$ cat src/rtl/mouse_tx_pkg.sv
// Shared definitions for the mouse packet transmitter: byte0 layout, frame size,
// sequencer states, packet container and the saturating delta accumulator.
package mouse_tx_pkg;

  localparam int BTN_L      = 0;
  localparam int BTN_R      = 1;
  localparam int BTN_M      = 2;
  localparam int FRAME_BITS = 10;

  typedef enum logic [1:0] {
    ST_IDLE,
    ST_FRAME,
    ST_GAP
  } tx_state_e;

  typedef struct packed {
    logic [7:0] b0;
    logic [7:0] dx;
    logic [7:0] dy;
  } pkt_t;

  // Two's complement add widened to 9 bits, clamped back into [-128, +127].
  function automatic logic [7:0] sat8(input logic [7:0] a, input logic [7:0] b);
    logic [8:0] s;
    s = {a[7], a} + {b[7], b};
    if (s[8] != s[7]) return s[8] ? 8'h80 : 8'h7F;
    return s[7:0];
  endfunction

  function automatic logic [7:0] pack_buttons(input logic l, input logic r, input logic m);
    logic [7:0] b;
    b        = '0;
    b[BTN_L] = l;
    b[BTN_R] = r;
    b[BTN_M] = m;
    return b;
  endfunction

  function automatic logic [7:0] pkt_byte(input pkt_t p, input logic [1:0] idx);
    case (idx)
      2'd0:    return p.b0;
      2'd1:    return p.dx;
      default: return p.dy;
    endcase
  endfunction

endpackage

$ cat src/rtl/mouse_tx_serializer.sv
// 8N1 byte serializer: a 10-bit frame shifted out LSB first, each bit held DIV clocks.
// frame_done_o is registered and high exactly on the last clock of the stop bit.
module mouse_tx_serializer
  import mouse_tx_pkg::*;
#(
  parameter int DIV = 5208
) (
  input  logic       clk,
  input  logic       reset,
  input  logic       load_i,
  input  logic [7:0] byte_in_i,
  output logic       tx_o,
  output logic       frame_done_o
);

  localparam int                CNT_W    = (DIV > 1) ? $clog2(DIV) : 1;
  localparam logic [CNT_W-1:0]  CNT_LAST = CNT_W'(DIV - 1);
  localparam logic [3:0]        BIT_LAST = 4'(FRAME_BITS - 1);

  logic [FRAME_BITS-1:0] shift_q, shift_d;
  logic [CNT_W-1:0]      cnt_q, cnt_d;
  logic [3:0]            bit_q, bit_d;
  logic                  active_q, active_d;
  logic                  done_q, done_d;

  always_comb begin
    shift_d  = shift_q;
    cnt_d    = cnt_q;
    bit_d    = bit_q;
    active_d = active_q;
    if (load_i) begin
      shift_d  = {1'b1, byte_in_i, 1'b0};
      cnt_d    = '0;
      bit_d    = '0;
      active_d = 1'b1;
    end else if (active_q) begin
      if (cnt_q == CNT_LAST) begin
        cnt_d   = '0;
        // Mark bits fill in behind the frame so the line idles high afterwards.
        shift_d = {1'b1, shift_q[FRAME_BITS-1:1]};
        if (bit_q == BIT_LAST) begin
          active_d = 1'b0;
          bit_d    = '0;
        end else begin
          bit_d = bit_q + 4'd1;
        end
      end else begin
        cnt_d = cnt_q + CNT_W'(1);
      end
    end
    done_d = active_d && (bit_d == BIT_LAST) && (cnt_d == CNT_LAST);
  end

  always_ff @(posedge clk or posedge reset) begin
    if (reset) begin
      shift_q  <= '1;
      cnt_q    <= '0;
      bit_q    <= '0;
      active_q <= 1'b0;
      done_q   <= 1'b0;
    end else begin
      shift_q  <= shift_d;
      cnt_q    <= cnt_d;
      bit_q    <= bit_d;
      active_q <= active_d;
      done_q   <= done_d;
    end
  end

  assign tx_o         = shift_q[0];
  assign frame_done_o = done_q;

endmodule

$ cat src/rtl/mouse_tx.sv
// Mouse packet transmitter: sequences buttons/dx/dy bytes over 8N1 with optional
// inter-byte gaps, coalescing requests made while busy into one pending packet.
module mouse_tx
  import mouse_tx_pkg::*;
#(
  parameter int CLK_FREQ = 50000000,
  parameter int BAUD     = 9600,
  parameter int GAP_BITS = 1
) (
  input  logic       clk,
  input  logic       reset,
  input  logic       btn_left,
  input  logic       btn_right,
  input  logic       btn_middle,
  input  logic [7:0] delta_x,
  input  logic [7:0] delta_y,
  input  logic       send,
  output logic       tx_pin,
  output logic       busy,
  output logic       done
);

  localparam int               DIV      = CLK_FREQ / BAUD;
  localparam int               GAP_CYC  = GAP_BITS * DIV;
  localparam int               GAP_W    = (GAP_CYC > 1) ? $clog2(GAP_CYC) : 1;
  localparam logic [GAP_W-1:0] GAP_LAST = GAP_W'((GAP_CYC > 0) ? GAP_CYC - 1 : 0);

  tx_state_e        state_q;
  pkt_t             act_q, pend_q, pend_d, in_pkt;
  logic             pend_valid_q, pend_valid_d;
  logic [1:0]       byte_idx_q;
  logic [GAP_W-1:0] gap_cnt_q;
  logic             busy_q;
  logic             load;
  logic [7:0]       load_byte;
  logic             ser_done, frame_last, last_byte;

  mouse_tx_serializer #(.DIV(DIV)) u_ser (
    .clk          (clk),
    .reset        (reset),
    .load_i       (load),
    .byte_in_i    (load_byte),
    .tx_o         (tx_pin),
    .frame_done_o (ser_done)
  );

  assign frame_last = ser_done && (state_q == ST_FRAME);
  assign last_byte  = (byte_idx_q == 2'd2);

  always_comb begin
    in_pkt       = '{b0: pack_buttons(btn_left, btn_right, btn_middle), dx: delta_x, dy: delta_y};
    pend_d       = pend_q;
    pend_valid_d = pend_valid_q;
    // Any non-idle state, the final stop cycle included, merges into pending.
    if (send && (state_q != ST_IDLE)) begin
      pend_valid_d = 1'b1;
      if (pend_valid_q) begin
        pend_d.b0 = in_pkt.b0;
        pend_d.dx = sat8(pend_q.dx, delta_x);
        pend_d.dy = sat8(pend_q.dy, delta_y);
      end else begin
        pend_d = in_pkt;
      end
    end

    load      = 1'b0;
    load_byte = 8'h00;
    case (state_q)
      ST_IDLE: begin
        if (send) begin
          load      = 1'b1;
          load_byte = in_pkt.b0;
        end
      end
      ST_FRAME: begin
        if (frame_last) begin
          if (last_byte) begin
            if (pend_valid_d) begin
              load      = 1'b1;
              load_byte = pend_d.b0;
            end
          end else if (GAP_CYC == 0) begin
            load      = 1'b1;
            load_byte = pkt_byte(act_q, byte_idx_q + 2'd1);
          end
        end
      end
      ST_GAP: begin
        if (gap_cnt_q == GAP_LAST) begin
          load      = 1'b1;
          load_byte = pkt_byte(act_q, byte_idx_q + 2'd1);
        end
      end
      default: ;
    endcase
  end

  always_ff @(posedge clk or posedge reset) begin
    if (reset) begin
      state_q      <= ST_IDLE;
      act_q        <= '0;
      pend_q       <= '0;
      pend_valid_q <= 1'b0;
      byte_idx_q   <= '0;
      gap_cnt_q    <= '0;
      busy_q       <= 1'b0;
    end else begin
      pend_q       <= pend_d;
      pend_valid_q <= pend_valid_d;
      case (state_q)
        ST_IDLE: begin
          if (send) begin
            act_q      <= in_pkt;
            byte_idx_q <= 2'd0;
            busy_q     <= 1'b1;
            state_q    <= ST_FRAME;
          end
        end
        ST_FRAME: begin
          if (frame_last) begin
            if (last_byte) begin
              if (pend_valid_d) begin
                act_q        <= pend_d;
                pend_valid_q <= 1'b0;
                byte_idx_q   <= 2'd0;
              end else begin
                busy_q  <= 1'b0;
                state_q <= ST_IDLE;
              end
            end else if (GAP_CYC == 0) begin
              byte_idx_q <= byte_idx_q + 2'd1;
            end else begin
              gap_cnt_q <= '0;
              state_q   <= ST_GAP;
            end
          end
        end
        ST_GAP: begin
          if (gap_cnt_q == GAP_LAST) begin
            byte_idx_q <= byte_idx_q + 2'd1;
            state_q    <= ST_FRAME;
          end else begin
            gap_cnt_q <= gap_cnt_q + GAP_W'(1);
          end
        end
        default: state_q <= ST_IDLE;
      endcase
    end
  end

  assign done = frame_last && last_byte;
  // busy drops within the final stop cycle unless a packet is queued, counting a send made right then.
  assign busy = busy_q && !(done && !pend_valid_d);

endmodule

$ cat config.mk
export PLATFORM = sky130hd
export DESIGN_NAME = mouse_tx
export DESIGN_NICKNAME = d
export VERILOG_FILES = /design/src/rtl/mouse_tx_pkg.sv /design/src/rtl/mouse_tx_serializer.sv /design/src/rtl/mouse_tx.sv
export SDC_FILE = /design/constraint.sdc
export NUM_CORES = 1
export LEC_CHECK = 0
export ABC_AREA = 1
export BUFFER_PORTS_ARGS = -buffer_cell sky130_fd_sc_hd__buf_4
export CORE_UTILIZATION = 55
export DETAILED_ROUTE_END_ITERATION = 6
export PLACE_DENSITY = 0.72
export SLEW_MARGIN = 20
export SYNTH_ARGS = -nofsm -noshare
export SYNTH_HDL_FRONTEND = slang
export SYNTH_SLANG_ARGS = --single-unit
$ cat constraint.sdc
create_clock -name clk -period 3.7 [get_ports clk]
set_input_delay 0.555 -clock clk [delete_from_list [all_inputs] [get_ports clk]]
set_output_delay 0.555 -clock clk [all_outputs]
set_load 0.01 [all_outputs]
* After elaboration in Yosys (flattened, before gate mapping)
Index checks and enable logic that the tools add are counted.
** Word-level totals
- Bits in registers :: 96
- Bits in latches :: 0
- Memory bits (writable) :: 0
- Memory bits (read-only) :: 0
- Output and inout bits :: 3
- Memories :: 0
** Cells by class
- Add/sub/neg operators :: 6
- Multiply operators :: 0
- Div/mod/pow operators :: 0
- Order comparisons :: 0
- Eq/ne operators :: 20
- Shifts and indexed selects :: 0
- Mux-type cells :: 71
- Bitwise gates (word level) :: 0
- Reduce and logical (&&, ||, !) cells :: 23
** Operators with widths (number)
- 24-bit two-way mux :: 5
- 8-bit two-way mux :: 10
- 13-bit two-way mux :: 6
- 24-bit case mux with 2 select lines :: 1
- 13-bit equality test, second input constant :: 3
- 10-bit two-way mux :: 3
- 13-bit by 1-bit adder with 13-bit output, second input constant :: 2
- 13-bit case mux with 2 select lines :: 1
- 8-bit case mux with 3 select lines :: 1
- 1-bit two-way mux :: 23
- 2-bit two-way mux :: 10
- 8-bit by 8-bit adder with 9-bit output :: 2
- 16-bit two-way mux :: 1
- 4-bit two-way mux :: 4
- 2-bit inequality test, second input constant :: 8
- 8-bit case mux with 2 select lines :: 1
- 2-bit case mux with 3 select lines :: 2
- 5-bit AND reduction :: 2
- 2-bit nonzero test :: 5
- 4-bit equality test, second input constant :: 2
- 4-bit AND reduction :: 2
- 1-bit logical AND :: 7
- 6-bit AND reduction :: 1
- 4-bit by 1-bit adder with 4-bit output, second input constant :: 1
- 12 further kinds :: 17

* Longest topological paths before layout
Gate-level depths: netlist of run 1.
- Depth after elaboration :: 13
- Depth in mapped cells :: 17

* By module
Synthesis of run 1 repeated with hierarchy kept, for this count alone.
** Second synthesis, totals
- Cell total of the unflattened synthesis :: 837
- Area total of the unflattened synthesis :: 6049.6 um^2
** By module, submodules not included
- mouse_tx :: times used 1, cells an instance 602, area each 4322.9 um^2
- mouse_tx_serializer :: times used 1, cells an instance 235, area each 1726.7 um^2

* Worst setup path after synthesis of run 1
Ideal clock, no wire load.
- Path type :: input -> register
- Start :: input delta_y[3]
- End :: register act_q[0] (netlist bit)
- Setup time :: 0.123 ns
- Arrival time :: 2.499 ns
- Path slack :: 1.078 ns
- Stages :: 17
- Path buffers :: 0
- Cell sequence :: ha_1 nand2_1 inv_1 nand4_1 nand3_1 a21oi_1 o21bai_1 xor2_1 inv_1 ha_1 inv_1 a21oi_1 nand2_1 nand2_1 nand2_1 o21ai_0 nand2_1
** RTL lines
- from (decl) :: RTL line mouse_tx.sv:16 : input logic [7:0] delta_y,
- to (signal assigned) :: RTL line mouse_tx.sv:113 : act_q <= in_pkt;
- to (signal assigned) :: RTL line mouse_tx.sv:123 : act_q <= pend_d;
- to (decl) :: RTL line mouse_tx.sv:29 : pkt_t act_q, pend_q, pend_d, in_pkt;

==> results of run 1 <==
[state kept, by name (all words and copies together) (netlist names)]
| register | count |
|---|---|
| state_q | 2 |
| pend_valid_q | 1 |
| busy_q | 1 |
| u_ser.bit_q | 4 |
| act_q | 24 |
| u_ser.cnt_q | 13 |
| byte_idx_q | 2 |
| gap_cnt_q | 13 |
| u_ser.shift_q | 9 |
| u_ser.frame_done_o | 1 |
| u_ser.active_q | 1 |
| pend_q | 24 |
[logic make-up (layout without fill, tap and decap cells)]
logic type,Yosys count,in the layout,share of synthesized area
AND/OR/NAND/NOR,424,424,0.305
buffers and inverters,143,165,0.0932
AO/OA/AOI/OAI,130,130,0.116
flip-flops,95,95,0.402
adder cells (fa/ha/maj),27,27,0.0593
XOR/XNOR,9,9,0.0133
multiplexers,7,7,0.0120
[cell type report]
| cell class | count | area share |
|---|---|---|
| Timing Repair Buffer | 31 | 0.0361 |
| Clock inverter | 7 | 0.0115 |
| Sequential cell | 95 | 0.371 |
| Inverter | 118 | 0.0691 |
| Clock buffer | 9 | 0.0192 |
| Multi-Input combinational cell | 597 | 0.467 |
| Tap cell | 136 | 0.0264 |
[power by group through the flow]
stage | sequential, mW | combinational, mW | clock [mW]
2_1_floorplan | 1.20 | 1.17 | 0
3_3_place_gp | 1.22 | 1.45 | 0
3_5_place_dp | 1.21 | 1.48 | 0
4_1_cts | 1.20 | 1.49 | 0.713
5_1_grt | 1.21 | 1.74 | 0.755
6_report | 1.20 | 1.51 | 0.703
[final timing paths]
kind | from | endpoint | slack, ns | cells after the start
max | pend_q[3]$_DFF_PP0_ | act_q[1]$_DFFE_PP0P_ | 0.80 | 16
min | reset | pend_q[11]$_DFF_PP0_ | 0.40 | 2
max reg2reg | pend_q[3]$_DFF_PP0_ | act_q[1]$_DFFE_PP0P_ | 0.80 | 16
min reg2reg | u_ser.shift_q[1]$_DFFE_PP1P_ | u_ser.shift_q[0]$_DFFE_PP1P_ | 0.49 | 2
max in group asynchronous | reset | u_ser.shift_q[0]$_DFFE_PP1P_ | 2.53 | 3
min in group clk | u_ser.shift_q[1]$_DFFE_PP1P_ | u_ser.shift_q[0]$_DFFE_PP1P_ | 0.49 | 2
[stage by stage]
stage / instances / hold slack (ns) / power (mW) / utilization
2_1_floorplan: 835 / 0.445 / 2.37 / -
3_3_place_gp: 977 / 0.467 / 2.67 / 0.600
3_5_place_dp: 977 / 0.470 / 2.70 / 0.600
4_1_cts: 993 / 0.433 / 3.40 / 0.618
5_1_grt: 993 / 0.488 / 3.71 / 0.618
6_report: 993 / 0.400 / 3.41 / 0.618
[cell usage in the layout, fill, tap and decap left out, types with 3 or more instances in the layout]
cell type,instances
nand2_1,244
inv_1,115
dfrtp_1,86
nand3_1,68
nor2_1,62
o21ai_0,59
a21oi_1,54
buf_4,31
ha_1,25
nand4_1,20
nor3_1,17
clkbuf_8,9
dfstp_2,9
xor2_1,8
mux2i_1,6
o22ai_1,5
nor4_1,4
o2111ai_1,4
clkinv_4,3
[worst register-to-register path: stages (launching register included)]
cell	delay, ns
dfrtp_1	0.40
ha_1	0.38
nand2_1	0.08
inv_1	0.09
nand4_1	0.10
nand3_1	0.12
a21oi_1	0.08
o21bai_1	0.16
xor2_1	0.21
inv_1	0.07
ha_1	0.36
nand3_1	0.25
nand2_1	0.10
nand2_1	0.07
nand2_1	0.06
o21ai_0	0.19
nand2_1	0.07
[layer usage]
metal  vias to the layer above  wire (um)  GRT usage
li1                       2738          -          -
met5                         -          0          0
met2                       145       6370      0.417
met4                         0        146     0.0714
met1                      2592       6850      0.399
met3                        12        701     0.0343
==> metrics.csv, run 1 <==
metric,value,unit
Post-Syn Nets,884,
DP Worst Slack,0.590,ns
vias in the first global route,5130,
post-route cell area,6440,um2
crit path DAT,3.16,ns
register area,2390,um2
# clock sinks,95,
"area leader, netlist",dfrtp_1,
CP max FO,7,
Area contributors post-synth,"dfrtp_1 (36%), nand2_1 (15%), inv_1 (7.3%), nand3_1 (5.7%), ha_1 (5.3%)",
multi-input logic area,3010,um2
pwr/cell area,530,nW/um2
Starting Density,0.571,
worst min path class,in -> async,
post-CTS setup buffers,0,
routability cong.,0.883,
Int Pwr,2.01,mW
drt via density,5.53,
Final Cycle Share,0.785,
commonest cells in the netlist,"nand2_1 (244), inv_1 (116), dfrtp_1 (86)",
ys async rst share,1.00,
DIE AREA,11200,um2
Slew headroom,0.391,
Post-route DRC,0,
Most common cell on crit path,nand2_1,
fill count,976,
clk slew on worst S/H paths,0.10,ns
min Tclk post-route,2.90,ns
drt total wl,14100,um
yosys warns,0,
crit-path max cell delay,0.40,ns
layout cell share with drive strength beyond 1,0.0793,
kind of critical path,reg -> reg,
Combinational Power Share,0.443,
P_sw,1.40,mW
slowest CP cell,dfrtp_1,
post-route setup slack,0.797,ns
CTS Buffer Depth,2,
die height,106,um
Synth Register Bits,95,
leakage,3.45,nW
"Slew Viols, Final",0,
mean post-synth cell area,7.12,um2
Detailed Route Iter0 Violations,395,
largest net degree at the start of global routing,76,
hold_buf cts,0,
nature of the critical path startpoint,flip-flop,
most numerous cell in the Yosys netlist,nand2_1,
Nets,901,
worst-margin pin slew,0.913,ns
max-cap violations,0,
core area,10400,um2
initial antenna violation count,0,
top-area cell type share of the netlist area,0.362,
post-route ant nets,0,
predominant post-synthesis flop cell,dfrtp_1,
synthesized netlist cell count,835,
post-cts repair resize count,0,
Critical Path Sink Type,flip-flop,
crit-path cells,"ha_1, nand2_1, inv_1, nand4_1, nand3_1, a21oi_1, o21bai_1, xor2_1, inv_1, ha_1, nand3_1, nand2_1, nand2_1, nand2_1, o21ai_0, nand2_1",
Final TNS setup,0,ns
Max VDD drop,0.000521,V
Post-DP Area,6240,um2
die width,106,um
TritonCTS clock tree,yes,
clock root buffer master,clkbuf_8,
status,"complete, no violations",
Top-Level Pins,25,
CP top delay family,simple AND/OR/NAND/NOR gates,
switching share of power,0.411,
clock power share,0.206,
IO buf count,24,
grt total ovfl,0,
Avg WL per Cell,14.2,um
first-pass GRT wire length,24200,um
Post-synth EDFFs,0,
endpoints failing setup,0,
CTS H-tree depth,3,
vias,5487,
DPL Wire Length,10200,um
sequential-to-total area share from yosys stat,0.402,
Netlist cell types,36,
final hold vios,0,
later-pin clock latency in the skew report,0.37,ns
number of diodes,0,
std cell rows,37,
P&R area growth vs syn,8.33,%
CP Buf/Inv Count,2,
mapped cell area,5950,um2
Clock Skew,0.0121,ns
Sequential Power Share,0.351,
RSZ-0062 raised after global routing,false,
DR pass1 iterations,5,
maximum clock frequency,344,MHz
Worst EP required,3.95,ns
total CTS buffers,9,
gr usage total,0.269,
No activity file was read; power rests on OpenSTA's default activity.
==> run 2, diff against run 1 <==
Settings changed: PLACE_DENSITY 0.72 to 0.75.
Clock period 3.7 ns to 2.5 ns, I/O delays scaled along.
==> run 2 against run 1 <==
Against the previous run: the flow now finishes with violations (negative setup slack); design area grew 11%; sequential power grew 49%; clock power grew 34%; cell count grew 5.5%; critical path depth grew 1; core utilization grew 6.7 points; hold slack lost 0.27 ns; sequential share of layout area shrank 3.6 points; first-iteration DRC count shrank 13%; largest power group unchanged.
==> metrics.csv, run 2 (same netlist as run 1, synthesis figures left out) <==
metric,value,unit
Combinational Power Share,0.598,
core area,10400,um2
largest registers,"act_q (24), pend_q (24)",
TritonCTS clock tree,yes,
Critical Path Sink Type,flip-flop,
most frequent cells in the layout,"nand2_1 (230), inv_1 (112), dfrtp_1 (86), buf_4 (77), nor2_1 (62)",
CP max FO,5,
worst min path class,in -> async,
worst-margin pin slew,0.509,ns
failing checks,negative setup slack,
routability cong.,0.891,
drt via density,5.54,
switching share of power,0.398,
status,"complete, but fails checks",
DPL Wire Length,10400,um
die height,106,um
Sequential Power Share,0.264,
Clock Skew,0.0198,ns
drt total wl,15100,um
Nets,956,
clock root buffer master,clkbuf_8,
DP Worst Slack,-0.405,ns
max-cap violations,0,
nature of the critical path startpoint,flip-flop,
min Tclk post-route,2.72,ns
post-route setup slack,-0.219,ns
leakage,3.74,nW
P_sw,2.70,mW
post-route insts no fill,1048,
Worst EP required,2.75,ns
# clock sinks,95,
Total Power,6.78,mW
Max VDD drop,0.00150,V
endpoints failing setup,21,
kind of critical path,reg -> reg,
RSZ-0062 raised after global routing,true,
number of diodes,0,
crit path DAT,2.96,ns
later-pin clock latency in the skew report,0.37,ns
DR pass1 iterations,5,
"Slew Viols, Final",0,
Final Cycle Share,1.09,
grt total ovfl,0,
Int Pwr,4.08,mW
initial antenna violation count,0,
"commonest non-fill, non-tap cell in the layout",nand2_1,
final hold vios,0,
post-route ant nets,0,
worst r2r path cells,17,
Post-route DRC,0,
pwr/cell area,949,nW/um2
Starting Density,0.571,
Slew headroom,0.659,
layout cell share with drive strength beyond 1,0.193,
total placed cells including tap cells,1011,
vias,5810,
gr usage total,0.279,
P&R area growth vs syn,20.1,%
first-pass GRT wire length,25000,um
vias in the first global route,5445,
total CTS buffers,9,
CTS Buffer Depth,2,
die width,106,um
Top-Level Pins,25,
Detailed Route Iter0 Violations,344,
clk slew on worst S/H paths,0.10,ns
Avg WL per Cell,14.4,um
maximum clock frequency,368,MHz
std cell rows,37,
IO buf count,24,
clock power share,0.138,
DIE AREA,11200,um2
CTS H-tree depth,3,
largest net degree at the start of global routing,96,
Hold WS,0.130,ns
run 2: cell count changes in the layout (fill, tap and decap cells not counted), sizes merged:
cell | previous run | this run
clkbuf | 9 | 12
clkinvlp | 1 | 2
clkinv | 5 | 2
bufinv | 1 | 0
buf | 31 | 86
run 2: final timing paths:
check | from | to | slack (ns)
max | pend_q[10]$_DFF_PP0_ | act_q[9]$_DFFE_PP0P_ | -0.22
min | reset | u_ser.bit_q[1]$_DFF_PP0_ | 0.13
max reg2reg | pend_q[10]$_DFF_PP0_ | act_q[9]$_DFFE_PP0P_ | -0.22
min reg2reg | u_ser.shift_q[1]$_DFFE_PP1P_ | u_ser.shift_q[0]$_DFFE_PP1P_ | 0.48
max in group asynchronous | reset | u_ser.shift_q[5]$_DFFE_PP1P_ | 1.96
min in group clk | delta_x[7] | act_q[15]$_DFFE_PP0P_ | 0.33
run 2: critical path, stage by stage (launching register included):
cell and delay (ns):
dfrtp_1 0.42, ha_4 0.27, a21oi_2 0.11, nand2_1 0.09
nand2_2 0.09, nand2_2 0.07, a21oi_2 0.14, o21ai_1 0.10
xor2_1 0.20, inv_1 0.10, ha_4 0.33, inv_6 0.05
a21oi_1 0.13, nand2_1 0.07, nand2_1 0.06, nand2_1 0.10
o21ai_2 0.20, nand2_1 0.08
run 2: layer usage:
| layer | GRT usage | vias up | wire, um | share of wire |
|---|---|---|---|---|
| li1 | - | 2849 | - | - |
| met1 | 0.390 | 2743 | 6860 | 0.45 |
| met2 | 0.437 | 189 | 7150 | 0.47 |
| met3 | 0.0466 | 29 | 797 | 0.053 |
| met4 | 0.101 | 0 | 303 | 0.020 |
| met5 | 0 | - | 0 | 0 |
run 2: stage by stage:
step           instance area (um2)  utilization  setup TNS (ns)
4_1_cts                       6910        0.663          -0.547
3_3_place_gp                  6510        0.625           -4.19
5_1_grt                       7140        0.686           -6.33
2_1_floorplan                 5950            -               0
6_report                      7140        0.686           -1.94
3_5_place_dp                  6510        0.625           -8.09
run 2: layout make-up:
| cell class | instances | area (um2) |
|---|---|---|
| clock buffer | 12 | 145 |
| inverter | 118 | 454 |
| clock inverter | 4 | 30.0 |
| timing repair buffer | 86 | 688 |
| tap | 136 | 170 |
| fill | 862 | 3280 |
| sequential | 95 | 2390 |
| multi-input combinational | 597 | 3260 |
run 2: timing repair:
item | CTS | global route
pin swaps | 11 | 42
setup endpoints to repair | 29 | 32
setup buffers | 15 | 8
gates cloned | 0 | 0
hold buffers | 0 | 0
gates resized for setup | 29 | 51
run 2: power groups by stage:
stage / Combinational (mW) / Sequential [mW] / Clock [mW]
floorplan: 1.73 / 1.77 / 0
global placement: 2.62 / 1.80 / 0
detailed placement: 2.69 / 1.80 / 0
CTS: 3.12 / 1.78 / 0.957
global route: 4.44 / 1.80 / 1.02
finish: 4.05 / 1.79 / 0.939
==> run 3, diff against run 2 <==
Settings changed: TNS_END_PERCENT set to 30.
==> run 3 against run 2 <==
Against the previous run: the run still ends with negative setup slack left; sequential cell count unchanged; clock skew about the same; maximum frequency decreased by 0.42%; highest routed layer unchanged; clock-buffer cell count unchanged; critical path depth decreased by 1; largest cell class unchanged; register-to-register slack about the same; clock power about the same; largest power group unchanged.
==> metrics.csv, run 3 (same netlist as run 1, synthesis figures left out) <==
metric,value,unit
status,"complete, but fails checks",
failing checks,negative setup slack,
std cell rows,37,
leakage,3.71,nW
worst-margin pin slew,0.522,ns
Final Cycle Share,1.09,
RSZ-0062 raised after global routing,true,
endpoints failing setup,14,
largest net degree at the start of global routing,96,
hold_buf cts,0,
post-route ant nets,0,
DPL Wire Length,10400,um
Top-Level Pins,25,
IO buf count,24,
Most common cell on crit path,nand2_1,
number of diodes,0,
initial antenna violation count,0,
Post-DP Area,6510,um2
post-route cell area,7050,um2
post-route insts no fill,1045,
crit path DAT,2.99,ns
Nets,953,
"commonest non-fill, non-tap cell in the layout",nand2_1,
first-pass GRT wire length,25000,um
Worst EP required,2.76,ns
Final TNS setup,-1.66,ns
most frequent cells in the layout,"nand2_1 (235), inv_1 (112), dfrtp_1 (86), buf_4 (80), nor2_1 (62)",
vias in the first global route,5445,
Critical Path Sink Type,flip-flop,
later-pin clock latency in the skew report,0.37,ns
drt via density,5.58,
largest registers,"act_q (24), pend_q (24)",
drt total wl,15200,um
Clock Skew,0.0201,ns
DR pass1 iterations,5,
routability cong.,0.891,
core area,10400,um2
Max VDD drop,0.00126,V
CTS Buffer Depth,2,
final core occ,0.677,
worst min path class,in -> async,
Starting Density,0.571,
# clock sinks,95,
P&R area growth vs syn,18.5,%
CP max FO,4,
total placed cells including tap cells,1011,
CTS H-tree depth,3,
grt total ovfl,0,
max-cap violations,0,
vias,5831,
slowest CP cell,dfrtp_1,
crit-path cells,"ha_4, a21oi_1, nand3_2, a21oi_2, o21bai_1, xor2_1, inv_1, ha_4, buf_4, a21oi_2, o21ai_1, nand3_1, nand2_1, nand3_1, nand2_1, nand2_1",
pwr/cell area,904,nW/um2
crit-path max cell delay,0.43,ns
Hold WS,0.117,ns
gr usage total,0.279,
maximum clock frequency,366,MHz
clk slew on worst S/H paths,0.10,ns
DIE AREA,11200,um2
kind of critical path,reg -> reg,
layout cell share with drive strength beyond 1,0.176,
Post-route DRC,0,
min Tclk post-route,2.73,ns
clock root buffer master,clkbuf_8,
TritonCTS clock tree,yes,
Slew headroom,0.652,
final hold vios,0,
Detailed Route Iter0 Violations,363,
"Slew Viols, Final",0,
nature of the critical path startpoint,flip-flop,
fill count,882,
die height,106,um
post-route setup slack,-0.230,ns
die width,106,um
total CTS buffers,9,
Avg WL per Cell,14.5,um
-- run 3: cell types whose count changed in the layout (fill, tap and decap cells not counted), sizes merged --
cell	delta
buf	-3
-- run 3: metal layers --
metal	vias to the layer above	global-route usage	wire length, um	part of all wire
met4	0	0.101	308	0.020
met2	190	0.437	7120	0.47
met1	2758	0.390	6940	0.46
li1	2852	-	-	-
met5	-	0	0	0
met3	31	0.0466	789	0.052
-- run 3: per-stage QoR --
stage	worst slack, ns	power [mW]
after floorplan	0.0578	3.50
after global placement	-0.239	4.42
after detailed placement	-0.405	4.50
after CTS	-0.0926	5.86
after global routing	-0.393	6.82
final	-0.230	6.37
-- run 3: worst max-delay path, delay by kind of cell, from the launching register on --
family                   cells  cell delay (ns)
XOR/XNOR                     1             0.24
adder cells (fa/ha/maj)      2             0.56
AND/OR/NAND/NOR              6             0.52
buffers and inverters        2             0.26
AO/OA/AOI/OAI                5             0.64
flip-flops                   1             0.43
-- run 3: worst paths after layout --
check | start | cells past startpoint | endpoint | slack (ns)
worst max-delay path | pend_q[4]$_DFF_PP0_ | 16 | act_q[4]$_DFFE_PP0P_ | -0.23
worst max register to register | pend_q[4]$_DFF_PP0_ | 16 | act_q[4]$_DFFE_PP0P_ | -0.23
worst min-delay path | reset | 3 | u_ser.cnt_q[5]$_DFF_PP0_ | 0.12
worst min register to register | u_ser.shift_q[1]$_DFFE_PP1P_ | 2 | u_ser.shift_q[0]$_DFFE_PP1P_ | 0.48
min in group clk | delta_x[7] | 3 | act_q[15]$_DFFE_PP0P_ | 0.34
max in group asynchronous | reset | 3 | gap_cnt_q[12]$_DFFE_PP0P_ | 1.96
-- run 3: where the power goes --
group | leakage, nW | internal, mW | switching (mW) | total (mW)
Clock | 0.0870 | 0.394 | 0.545 | 0.939
Sequential | 1.18 | 1.68 | 0.108 | 1.79
Combinational | 2.44 | 1.72 | 1.93 | 3.64
-- run 3: layout make-up --
cell class,instances,area (um2),share of cell area
clock buffers,12,145,0.0206
clock inverters,4,30.0,0.00426
inverters,118,452,0.0641
multi-input cells,597,3220,0.457
flip-flops and latches,95,2390,0.339
well taps,136,170,0.0241
repair buffers,83,643,0.0912
-- run 3: timing repair --
action                                  CTS  global route
endpoints found under the setup margin   29            32
pin swaps                                11            29
setup buffers                            15             4
gates resized for setup                  28            31
cloned                                    0             0
